## src/rtl/rv32i_mem_arbiter_pkg.sv

```systemverilog
// Shared types and constants for the unified-memory arbiter.
package rv32i_mem_arbiter_pkg;

    localparam int unsigned MEM_LATENCY_MAX = 4;
    localparam int unsigned LAT_W           = $clog2(MEM_LATENCY_MAX + 1);
    localparam int unsigned DATA_W          = 32;

    typedef enum logic [1:0] {
        S_IDLE,
        S_ISSUE,
        S_WAIT,
        S_RESP
    } arb_state_t;

    typedef enum logic {
        REQ_I,
        REQ_D
    } requester_t;

endpackage

```

## src/rtl/rv32i_arb_grant.sv

```systemverilog
// Grant picker for the I/D requesters.
// ARB_ROUND_ROBIN_EN selects round-robin on contention; otherwise fixed D-over-I priority.
module rv32i_arb_grant
    import rv32i_mem_arbiter_pkg::*;
(
`ifdef ARB_ROUND_ROBIN_EN
    input  logic       clk,
    input  logic       rst,
    input  logic       window,
`endif
    input  logic       i_valid,
    input  logic       d_valid,
    output requester_t grant
);

`ifdef ARB_ROUND_ROBIN_EN
    requester_t r_last_grant;

    always_comb begin
        grant = d_valid ? REQ_D : REQ_I;
        if (i_valid && d_valid) begin
            grant = (r_last_grant == REQ_I) ? REQ_D : REQ_I;
        end
    end

    // Remember the winner of every accepted request.
    always_ff @(posedge clk or negedge rst) begin
        if (!rst) begin
            r_last_grant <= REQ_I;
        end else if (window && (i_valid || d_valid)) begin
            r_last_grant <= grant;
        end
    end
`else
    logic w_unused_i_valid;
    assign w_unused_i_valid = i_valid;
    assign grant = d_valid ? REQ_D : REQ_I;
`endif

endmodule

```

## src/rtl/rv32i_mem_arbiter.sv

```systemverilog
// Single-port memory arbiter between instruction fetch (I) and load/store (D).
// Optional ARB_ROUND_ROBIN_EN selects round-robin arbitration in rv32i_arb_grant.
module rv32i_mem_arbiter
    import rv32i_mem_arbiter_pkg::*;
#(
    parameter int unsigned MEM_LATENCY = 1,
    parameter int unsigned ADDR_W      = 32
) (
    input  logic              clk,
    input  logic              rst,
    input  logic              i_req_valid,
    output logic              i_req_ready,
    input  logic [ADDR_W-1:0] i_req_addr,
    output logic              i_rsp_valid,
    output logic [31:0]       i_rsp_data,
    output logic              i_rsp_err,
    input  logic              d_req_valid,
    output logic              d_req_ready,
    input  logic [ADDR_W-1:0] d_req_addr,
    input  logic              d_req_wr_ena,
    input  logic [31:0]       d_req_wr_data,
    output logic              d_rsp_valid,
    output logic [31:0]       d_rsp_data,
    output logic              d_rsp_err,
    output logic [ADDR_W-1:0] mem_addr,
    output logic [31:0]       mem_wr_data,
    output logic              mem_wr_ena,
    input  logic [31:0]       mem_rd_data
);

    typedef struct packed {
        logic [ADDR_W-1:0] addr;
        logic              wr_ena;
        logic [DATA_W-1:0] wr_data;
    } req_t;

    arb_state_t        r_state, w_state_nxt;
    requester_t        r_owner, w_owner_nxt, w_grant;
    req_t              r_req, w_req_nxt, w_req_in;
    logic [DATA_W-1:0] r_rdata, w_rdata_nxt;
    logic              r_err, w_err_nxt;
    logic [LAT_W-1:0]  r_lat_cnt, w_lat_nxt;
    logic              w_window, w_accept, w_mem_live, w_i_rsp, w_d_rsp;

    rv32i_arb_grant u_grant (
`ifdef ARB_ROUND_ROBIN_EN
        .clk     (clk),
        .rst     (rst),
        .window  (w_window),
`endif
        .i_valid (i_req_valid),
        .d_valid (d_req_valid),
        .grant   (w_grant)
    );

    assign w_window    = (r_state == S_IDLE) || (r_state == S_RESP);
    assign i_req_ready = w_window && i_req_valid && (w_grant == REQ_I);
    assign d_req_ready = w_window && d_req_valid && (w_grant == REQ_D);
    assign w_accept    = i_req_ready || d_req_ready;

    // Fetches are always reads with no write data.
    always_comb begin
        w_req_in = '0;
        if (w_grant == REQ_D) begin
            w_req_in.addr    = d_req_addr;
            w_req_in.wr_ena  = d_req_wr_ena;
            w_req_in.wr_data = d_req_wr_data;
        end else begin
            w_req_in.addr    = i_req_addr;
        end
    end

    always_comb begin
        w_state_nxt = r_state;
        w_owner_nxt = r_owner;
        w_req_nxt   = r_req;
        w_rdata_nxt = r_rdata;
        w_err_nxt   = r_err;
        w_lat_nxt   = r_lat_cnt;
        case (r_state)
            S_IDLE, S_RESP: begin
                w_state_nxt = S_IDLE;
                if (w_accept) begin
                    w_owner_nxt = w_grant;
                    w_req_nxt   = w_req_in;
                    w_rdata_nxt = '0;
                    if (w_req_in.addr[1:0] != 2'b00) begin
                        w_state_nxt = S_RESP;
                        w_err_nxt   = 1'b1;
                    end else begin
                        w_state_nxt = S_ISSUE;
                        w_err_nxt   = 1'b0;
                    end
                end
            end
            S_ISSUE: begin
                if (r_req.wr_ena) begin
                    w_state_nxt = S_RESP;
                    w_rdata_nxt = '0;
                end else begin
                    w_lat_nxt = LAT_W'(MEM_LATENCY - 32'd1);
                    if (MEM_LATENCY == 32'd1) begin
                        w_rdata_nxt = mem_rd_data;
                        w_state_nxt = S_RESP;
                    end else begin
                        w_state_nxt = S_WAIT;
                    end
                end
            end
            S_WAIT: begin
                w_lat_nxt = r_lat_cnt - LAT_W'(1);
                if (r_lat_cnt == LAT_W'(1)) begin
                    w_rdata_nxt = mem_rd_data;
                    w_state_nxt = S_RESP;
                end
            end
            default: w_state_nxt = S_IDLE;
        endcase
    end

    assign w_mem_live = (w_state_nxt == S_ISSUE) || (w_state_nxt == S_WAIT);
    assign w_i_rsp    = (w_state_nxt == S_RESP) && (w_owner_nxt == REQ_I);
    assign w_d_rsp    = (w_state_nxt == S_RESP) && (w_owner_nxt == REQ_D);

    // Outputs are registered from next-state values so they align with the state.
    always_ff @(posedge clk or negedge rst) begin
        if (!rst) begin
            r_state     <= S_IDLE;
            r_owner     <= REQ_I;
            r_req       <= '0;
            r_rdata     <= '0;
            r_err       <= 1'b0;
            r_lat_cnt   <= '0;
            mem_addr    <= '0;
            mem_wr_data <= '0;
            mem_wr_ena  <= 1'b0;
            i_rsp_valid <= 1'b0;
            i_rsp_data  <= '0;
            i_rsp_err   <= 1'b0;
            d_rsp_valid <= 1'b0;
            d_rsp_data  <= '0;
            d_rsp_err   <= 1'b0;
        end else begin
            r_state     <= w_state_nxt;
            r_owner     <= w_owner_nxt;
            r_req       <= w_req_nxt;
            r_rdata     <= w_rdata_nxt;
            r_err       <= w_err_nxt;
            r_lat_cnt   <= w_lat_nxt;
            mem_addr    <= w_mem_live ? w_req_nxt.addr : '0;
            mem_wr_data <= w_mem_live ? w_req_nxt.wr_data : '0;
            mem_wr_ena  <= (w_state_nxt == S_ISSUE) && w_req_nxt.wr_ena;
            i_rsp_valid <= w_i_rsp;
            i_rsp_data  <= w_i_rsp ? w_rdata_nxt : '0;
            i_rsp_err   <= w_i_rsp && w_err_nxt;
            d_rsp_valid <= w_d_rsp;
            d_rsp_data  <= w_d_rsp ? w_rdata_nxt : '0;
            d_rsp_err   <= w_d_rsp && w_err_nxt;
        end
    end

endmodule

```

## config.mk

```make
export PLATFORM = sky130hd
export DESIGN_NAME = rv32i_mem_arbiter
export DESIGN_NICKNAME = d
export VERILOG_FILES = /design/src/rtl/rv32i_mem_arbiter_pkg.sv /design/src/rtl/rv32i_arb_grant.sv /design/src/rtl/rv32i_mem_arbiter.sv
export SDC_FILE = /design/constraint.sdc
export NUM_CORES = 1
export LEC_CHECK = 0
export CORE_MARGIN = 2
export CORE_UTILIZATION = 42
export DETAILED_ROUTE_END_ITERATION = 8
export PLACE_DENSITY = 0.76
export SYNTH_ARGS = -nofsm -noshare
export SYNTH_HDL_FRONTEND = slang
export SYNTH_HIERARCHICAL = 1
export SYNTH_SLANG_ARGS = --single-unit
```

## constraint.sdc

```tcl
create_clock -name clk -period 2.2 [get_ports clk]
set_clock_uncertainty 0.05 [all_clocks]
set_input_delay 0.44 -clock clk [delete_from_list [all_inputs] [get_ports clk]]
set_output_delay 0.44 -clock clk [all_outputs]
set_load 0.01 [all_outputs]
```

---- Yosys cells after proc, flatten, opt, wreduce, memory -nomap -nowiden ----
Cells that the tools add are included.
operators by class
  add/sub/neg operators ................... 1
  $mul .................................... 0
  divide/modulo/power cells ............... 0
  magnitude comparators ................... 0
  equality and inequality tests ........... 8
  shift-type cells ........................ 0
  muxes and demuxes ....................... 24
  bitwise gates (word level) .............. 2
  reduce and logical (&&, ||, !) cells .... 17
operator list
  kind                                              number
  2-to-1 mux 32 bit                                 8
  2-to-1 mux 65 bit                                 2
  one-hot mux 32 bit (3 select lines)               1
  2-to-1 mux 33 bit                                 1
  logical AND 1 bit                                 9
  == test 2 bit, second input constant              4
  2-to-1 mux 1 bit                                  6
  2-to-1 mux 2 bit                                  3
  one-hot mux 2 bit (3 select lines)                1
  one-hot mux 3 bit (2 select lines)                1
  == test 2 x 1 -> 1 bit, second input constant     2
  nonzero test 2 bit                                2
  == test 3 x 1 -> 1 bit, second input constant     1
  logical OR 1 bit                                  3
  2-to-1 mux 3 bit                                  1
  subtractor 3 x 1 -> 3 bit, second input constant  1
  logical NOT 2 bit                                 1
  inequality test 2 bit, second input constant      1
  inverter 1 bit                                    2
  AND reduction 2 bit                               1
  OR reduction 2 bit                                1
storage, ports and cells
  register bits after elaboration ......... 237
  bits in latches ......................... 0
  memory bits (writable) .................. 0
  ROM bits ................................ 0
  output and inout port bits .............. 135
  word-level logic and storage cells ...... 69
  memories kept ........................... 0

---- Logic depth before layout (Yosys ltp) ----
Gate-level depths: netlist of the first run.
  word-level depth ........................ 10
  gate-level depth with buffers ........... 11
  mapped depth without buffers ............ 9

---- By module ----
Netlist of the first run, hierarchy kept.
modules (own cells, without submodules)
  module             times used  cells an instance  area an instance (um^2)  sequential area each (um^2)
  rv32i_mem_arbiter  1           653                8496.9                   5930.7
  rv32i_arb_grant    1           1                  7.5                      0.0

---- Least setup slack after synthesis of the first run ----
Ideal clock, no wire load.
  path type ............................... input port to flip-flop
  from .................................... input d_req_valid
  to ...................................... register mem_addr[21]
  library setup time ...................... 150 ps
  arrival time ............................ 2341 ps
  data required time ...................... 2000 ps
  slack ................................... -341 ps
  stages on the path ...................... 9
  path buffers ............................ 4
  cells stage by stage .................... buf_4 -> mux2_4 -> nand2_1 -> buf_4 -> nand2_1 -> ha_1 -> buf_1 -> clkbuf_1 -> a211oi_1
on the way
  cells in the longest elaborated chain, start to end .. 9
RTL lines
  element                                                         RTL line                  source
  start: declaration                                              rv32i_mem_arbiter.sv:17   input logic d_req_valid,
  2-to-1 mux 1 bit                                                rv32i_arb_grant.sv:37     assign grant = d_valid ? REQ_D : REQ_I;
  inverter 1 bit                                                  rv32i_mem_arbiter.sv:57   assign i_req_ready = w_window && i_req_valid && (w_grant == REQ_I);
  logical AND 1 bit                                               rv32i_mem_arbiter.sv:57
  logical OR 1 bit *                                              rv32i_mem_arbiter.sv:59   assign w_accept = i_req_ready || d_req_ready;
  2-to-1 mux 2 bit *                                              rv32i_mem_arbiter.sv:83   if (w_accept) begin
  one-hot mux 2 bit (3 select lines) *                            rv32i_mem_arbiter.sv:80   case (r_state)
  net w_state_nxt[0]                                              rv32i_mem_arbiter.sv:37   arb_state_t r_state, w_state_nxt;
  == test 2 x 1 -> 1 bit / == test 2 bit (equally long branches)  rv32i_mem_arbiter.sv:121  assign w_mem_live = (w_state_nxt == S_ISSUE) || (w_state_nxt == S_WAIT);
  logical OR 1 bit *                                              rv32i_mem_arbiter.sv:121
  2-to-1 mux 32 bit *                                             rv32i_mem_arbiter.sv:150  mem_addr <= w_mem_live ? w_req_nxt.addr : '0;
  end signal: assignment                                          rv32i_mem_arbiter.sv:150
  end: declaration                                                rv32i_mem_arbiter.sv:25   output logic [ADDR_W-1:0] mem_addr,
Mark *: on every way through the listed nets, which the timed path passes. The rest lies on a longest branch.
A chain may end at the register's enable or synchronous reset.

---- Worst setup path after layout of the first run ----
  from .................................... register r_lat_cnt[0]
  to ...................................... register d_rsp_data[15]
on the way
  cells in the longest elaborated chain, start to end .. 6
RTL lines
  element                             RTL line                  source
  start: declaration                  rv32i_mem_arbiter.sv:42   logic [LAT_W-1:0] r_lat_cnt, w_lat_nxt;
  start signal: assignment            rv32i_mem_arbiter.sv:149  r_lat_cnt <= w_lat_nxt;
  == test 3 x 1 -> 1 bit              rv32i_mem_arbiter.sv:112  if (r_lat_cnt == LAT_W'(1)) begin
  2-to-1 mux 2 bit                    rv32i_mem_arbiter.sv:112
  one-hot mux 2 bit (3 select lines)  rv32i_mem_arbiter.sv:80
  net w_state_nxt[0]                  rv32i_mem_arbiter.sv:37
  == test 2 bit                       rv32i_mem_arbiter.sv:123  assign w_d_rsp = (w_state_nxt == S_RESP) && (w_owner_nxt == REQ_D);
  logical AND 1 bit                   rv32i_mem_arbiter.sv:123
  2-to-1 mux 32 bit                   rv32i_mem_arbiter.sv:157  d_rsp_data <= w_d_rsp ? w_rdata_nxt : '0;
  end signal: assignment              rv32i_mem_arbiter.sv:157
  end: declaration                    rv32i_mem_arbiter.sv:23   output logic [31:0] d_rsp_data,
The timed path passes the listed nets, and every way through them passes these cells.

==> metrics, run 1 <==
EDFF count, synth=0; reg2reg end=d_rsp_data[15]; Logic pwr share=39.2%; Root Driver=clkbuf_16; htree depth=1; number of detailed-route iterations in the first pass=5; most common cell after layout, fill and taps aside=clkdlybuf4s50_1; DRT iter0 DRCs=~250; CP Launch Type=flip-flop; final worst-path cycle share=between 90% and 100%; critical path class=reg -> reg; n_diodes=0; count of final setup violators=0; ranking of synthesized cells by area=dfrtp_1 70%, nor2_1 4.4%, mux2i_1 3.8%; # fillers=1586; sequential power share=a little over a third; R2R Path Start=r_lat_cnt[0]; Residual DRC=0; syn_nets=794; Peak VDD IR=0.773 mV; I/O pins=268; IO Port Bufs=267; cts bufs inserted=25; DP HPWL=13800 um; status=finished, final reports clean; YS warnings=6; Die W=~150 um; CTS tree=built; DIE AREA=21400 um^2; Cell Rows=52; dpl ws=-0.298 ns; average cell area after synthesis=13.0 um^2; commonest non-fill, non-tap cells in the layout=263 x clkdlybuf4s50_1, 237 x dfrtp_1, 99 x nor2_1; Yosys top cell area share=69.7%; clock power share=between 20% and 30%; multi-input logic area=2220 um^2; Worst Setup End Kind=flip-flop; Min Hold Slack=0.423 ns; area leader, netlist=dfrtp_1; worst min path class=in -> reg; vias in the first global route=a little over 6k; Pwr Total=~18 mW; Avg WL per Cell=16.5 um; Hold Path Sink=r_req[34]; #FFs+latches synth=237; Post-Syn Area=~8500 um^2; register area=5930 um^2; CP required=2.52 ns; Non-Filler Instances=between 1k and 1.5k; Skew-Pair Late Insertion Delay=0.50 ns; fin. max-slew vios=0; Hold Path Cell Cnt=3; Total Routing Usage GR=18.7%; Overflow after GRT=0; Seq/Total Area, Yosys=69.7%; Slew @ Worst Pin=0.535 ns; initial antenna violation count=0; critical-path maximum fanout=33; Worst slew margin=around 64%; switching share of power=between 30% and 40%; vias per cell=4.90; post-synthesis cell type count=33; LEAKAGE=a little under 6 nW; Placed Instances=1173; routability congestion estimate=0.790; CTS sink cnt=roughly 240; dominant synthesized flop cell=dfrtp_1; final hold vios=0; WP data arrival=2.38 ns; PwrDens=approximately 1400 nW/um^2; Async SR Flop Fraction=100%; maximum buffer depth of the clock tree=3; Clock transition at path regs=around 0.060 ns; Core Footprint=between 20000 and 25000 um^2; Post-Syn Instances=654; design internal power=between 10 and 15 mW; r2r setup slk=around 0.13 ns; largest net degree at the start of global routing=69; final worst path period need=2.07 ns; layout cells sized above 1=9.68%; Initial Utilization=42.4%; Worst Reg-to-Reg Cells=10; via count=5975; NumNets Final=approximately 1.1k; Worst Setup Slack, final=0.135 ns; die height=146 um; Routed WL=20200 um; switching pwr=just under 6 mW; antenna viol nets, final=0; Worst Min Path Start=d_req_valid; Max Fclk=484 MHz; first-pass GRT wire length=32200 um; synthesis-to-finish area growth=47.5%; Max Cap Viol=0
stage by stage:
step                utilization [%]  instance area [um^2]  setup TNS (ns)
floorplan                         -                  8520               0
global placement               57.8                 11600          -29.12
detailed placement             57.8                 11600          -34.05
CTS                            62.3                 12500               0
global route                   62.6                 12500         -0.0113
finish                         62.6                 12500               0
how the worst max path moves through the flow:
| stage | from | end | slack [ns] | cells after the start |
|---|---|---|---|---|
| 2_1_floorplan | d_req_valid | mem_addr[21] | 0.02 | 8 |
| 3_3_place_gp | d_req_addr[1] | i_rsp_err | -0.27 | 8 |
| 3_5_place_dp | d_req_addr[1] | i_rsp_data[10] | -0.30 | 8 |
| 4_1_cts | r_lat_cnt[0] | mem_wr_data[3] | 0.007 | 8 |
| 5_1_grt | r_lat_cnt[0] | mem_addr[20] | -0.01 | 8 |
| 6_report | r_lat_cnt[0] | d_rsp_data[15] | 0.13 | 10 |
routing by layer:
| layer | share of wire [%] | wire length, um | GRT usage [%] | up-vias |
|---|---|---|---|---|
| met1 | 39 | 7880 | 23.3 | 2939 |
| met3 | 5.8 | 1170 | 3.81 | 52 |
| met2 | 51 | 10300 | 32.1 | 209 |
| met4 | 3.9 | 787 | 7.43 | 0 |
| met5 | 0 | 0 | 0 | - |
| li1 | - | - | - | 2775 |
cells in the mapped netlist (6+ instances only):
cell type and n:
a211oi_1 24, a211oi_2 8, a21oi_1 33, a22o_1 35
a22oi_1 32, buf_2 26, buf_6 6, clkbuf_1 9
dfrtp_1 237, ha_1 7, inv_1 39, mux2i_1 32
nand2_1 8, nor2_1 99, nor2b_1 34
power by group through the flow:
stage,combinational (mW),clock (mW),sequential (mW)
4_1_cts,6.79,4.47,6.33
3_5_place_dp,6.67,0,6.38
6_report,6.87,4.36,6.32
5_1_grt,7.53,4.64,6.45
3_3_place_gp,6.50,0,6.33
2_1_floorplan,3.63,0,6.58
worst max-delay path, stage by stage (launching register included):
cell and delay (ns):
dfrtp_1 0.38, ha_1 0.20, nor2b_2 0.18, o21a_1 0.17, o21ai_1 0.12, nand2_1 0.09, buf_4 0.15, ha_1 0.18
nand2_1 0.10, buf_12 0.21, nor2_1 0.08
repair_timing:
action / 4_1_cts / 5_1_grt
gates resized for setup: 10 / 10
endpoints found under the setup margin: 50 / 132
hold buffers: 1 / 0
endpoints found under the hold margin: 60 / 0
setup buffers: 0 / 2
pin swaps: 0 / 0
gates cloned: 0 / 1
kinds of logic (layout without fill, tap and decap cells):
group           count (synthesis)  count (layout)  synth area share (%)
compound gates                142             142                  12.5
mux                            34              34                  4.08
buf+inv                        83             379                  4.66
flops                         237             237                  69.7
simple gates                  151             151                  8.00
fa+ha+maj                       7               7                  1.03
cell type report:
type	instances	share of cell area, %
sequential	237	47.3
timing repair buffer	297	24.2
multi-input combinational	334	17.7
clock buffer	33	5.62
tap	270	2.69
clock inverter	10	1.34
inverter	39	1.17
flip-flops by register name (all words and copies together) (netlist names), 2 cells and up:
| signal | count |
|---|---|
| r_req | 65 |
| i_rsp_data | 32 |
| r_state | 2 |
| mem_addr | 32 |
| r_lat_cnt | 3 |
| d_rsp_data | 32 |
| r_rdata | 32 |
| mem_wr_data | 32 |
Power figures use the tool's default switching activity.
==> run 2, diff against run 1 <==
--- a/config.mk
+++ b/config.mk
@@ -5,6 +5,7 @@
 export SDC_FILE = /design/constraint.sdc
 export NUM_CORES = 1
 export LEC_CHECK = 0
+export CAP_MARGIN = 40
 export CORE_MARGIN = 2
 export CORE_UTILIZATION = 42
 export DETAILED_ROUTE_END_ITERATION = 8
==> results of run 2 <==
Same layout as run 1: the final DEF is identical, and so are final timing and power.
==> run 3, diff against run 2 <==
--- a/config.mk
+++ b/config.mk
@@ -5,9 +5,11 @@
 export SDC_FILE = /design/constraint.sdc
 export NUM_CORES = 1
 export LEC_CHECK = 0
+export ABC_AREA = 1
 export CAP_MARGIN = 40
 export CORE_MARGIN = 2
-export CORE_UTILIZATION = 42
+export CORE_UTILIZATION = 43
+export CTS_CLUSTER_SIZE = 24
 export DETAILED_ROUTE_END_ITERATION = 8
 export PLACE_DENSITY = 0.76
 export SYNTH_ARGS = -nofsm -noshare
==> run 3 against run 2 <==
- design area is 8.1% higher
- total power is 11% higher
- die area is 11% higher
- synthesized cell count is 46% higher
- cell count is 25% higher
- highest routed layer unchanged
- utilization is 0.86 points lower
==> metrics, run 3 <==
status=finished, final reports clean; Post-Syn Area=9660 um^2; maximum buffer depth of the clock tree=3; Top reg by flops=r_req; commonest non-fill, non-tap cells in the layout=264 x clkdlybuf4s50_1, 237 x dfrtp_1, 173 x nand2_1; Min Hold Slack=roughly 0.43 ns; Peak VDD IR=0.930 mV; dpl ws=-0.345 ns; DP HPWL=16400 um; cts bufs inserted=25; n_diodes=0; vias in the first global route=7456; Yosys top cell area share=about 61%; Clock transition at path regs=0.06 ns; CP startpoint=r_state[1]; synthesis-to-finish area growth=40.3%; Avg WL per Cell=15.6 um; Pwr Total=19.5 mW; average cell area after synthesis=10.1 um^2; Worst Setup Slack, final=0.0946 ns; RSZ-0062 raised after global routing=no; vias per cell=roughly 4.8; #FFs+latches synth=237; die height=approximately 150 um; number of detailed-route iterations in the first pass=4; layout cells sized above 1=13.6%; Top Usage Layer GRT=met2; htree depth=1; Routed WL=~24000 um; worst min path class=reg -> reg; YS warnings=6; Cell Rows=54; Post-Syn Instances=around 960; cell area after placement=12800 um^2; reg2reg end=d_rsp_data[12]; final worst-path cycle share=between 90% and 100%; CTS sink cnt=237; IO Port Bufs=267; end point of the critical path=d_req_ready; grt met3 use=4.43%; EDFF count, synth=0; largest net degree at the start of global routing=86; Worst Reg-to-Reg Cells=8; dominant synthesized flop cell=dfrtp_1; Slew @ Worst Pin=0.589 ns; Non-Filler Instances=1531; Post-synth top cells=237 x dfrtp_1, 174 x nand2_1, 116 x inv_1; I/O pins=268; final hold vios=0; Largest register FFs=65; area leader, netlist=dfrtp_1; M1 GR Usage=24.2%; Seq/Total Area, Yosys=61.4%; CP Launch Type=flip-flop; antenna viol nets, final=0; LEAKAGE=6.33 nW; Residual DRC=0; via count=7338; Die W=about 150 um; Final Core Density=approximately 62%; # fillers=1782; first-pass GRT wire length=between 30000 and 40000 um; R2R Path Start=r_state[1]; DRT iter0 DRCs=about 380; routability congestion estimate=0.810; Root Driver=clkbuf_16; met2 Use GR=36.4%; post-synthesis cell type count=31; Core Footprint=between 20000 and 25000 um^2; final instance area=13600 um^2; initial antenna violation count=0; Max Fclk=between 400 and 500 MHz; critical path class=reg -> out; Total Routing Usage GR=20.4%; CTS tree=built; Async SR Flop Fraction=100%; WP data arrival=1.62 ns; Max Cap Viol=0; CP required=1.71 ns; syn_nets=1097; ranking of synthesized cells by area=dfrtp_1 61%, nand2_1 6.8%, o22ai_4 5.6%; DIE AREA=23700 um^2; NumNets Final=1379; PwrDens=1440 nW/um^2; Initial Utilization=roughly 44%; most common cell in the netlist=dfrtp_1; Overflow after GRT=0; most common cell after layout, fill and taps aside=clkdlybuf4s50_1; r2r setup slk=around 0.11 ns; Worst slew margin=around 60%; count of final setup violators=0; Placed Instances=1490; fin. max-slew vios=0; critical-path maximum fanout=5; Worst Setup End Kind=output pin; Skew-Pair Late Insertion Delay=~0.50 ns; final worst path period need=2.11 ns; TNS Setup=0 ns
-- run 3: critical path, cell delays in order (launching register included) --
cell and delay (ns):
dfrtp_1 0.42, ha_4 0.34, nand3_4 0.13, inv_4 0.10
buf_2 0.13
-- run 3: metal layers --
layer	part of all wire, %	wire [um]
met1	38	9110
met2	52	12500
met3	5.8	1390
met4	4.0	953
met5	0	0
-- run 3: power breakdown --
part	switching, mW	internal (mW)
combinational	5.54	3.86
sequential	0.476	5.85
clock	1.57	2.17
total	7.59	11.9
-- run 3: repair_timing --
| action | in CTS | in global routing |
|---|---|---|
| endpoints found under the hold margin | 237 | 0 |
| hold buffers | 1 | 0 |
| pin swaps | 2 | 2 |
| endpoints found under the setup margin | 2 | 40 |
| gates resized for setup | 8 | 3 |
| buffers inserted | 1 | 0 |
-- run 3: worst min-delay path by stage --
stage,slack (ns),cells after the start,startpoint,to
final,0.43,2,r_req[63],r_req[63]
after floorplan,0.09,0,rst,d_rsp_data[0]
after detailed placement,0.42,2,r_req[63],r_req[63]
after global placement,0.42,2,r_req[63],r_req[63]
after CTS,0.43,2,r_req[63],r_req[63]
after global routing,0.47,2,r_req[42],r_req[42]
-- run 3: layout make-up --
cell class	instances	area, um^2	share of cell area [%]
Clock buffer	36	697	5.14
Inverter	144	543	4.01
Tap cell	280	350	2.58
Multi-Input combinational cell	525	2890	21.3
Timing Repair Buffer	306	3130	23.1
Clock inverter	3	18.8	0.138
Sequential cell	237	5930	43.7
-- run 3: logic make-up (layout without fill, tap and decap cells) --
| group | count (synthesis) | in the layout | share of synthesized area (%) |
|---|---|---|---|
| flip-flops | 237 | 237 | 61.4 |
| AO/OA/AOI/OAI | 172 | 172 | 13.5 |
| AND/OR/NAND/NOR | 346 | 346 | 15.3 |
| adder cells (fa/ha/maj) | 7 | 7 | 0.906 |
| buffers and inverters | 195 | 489 | 8.97 |
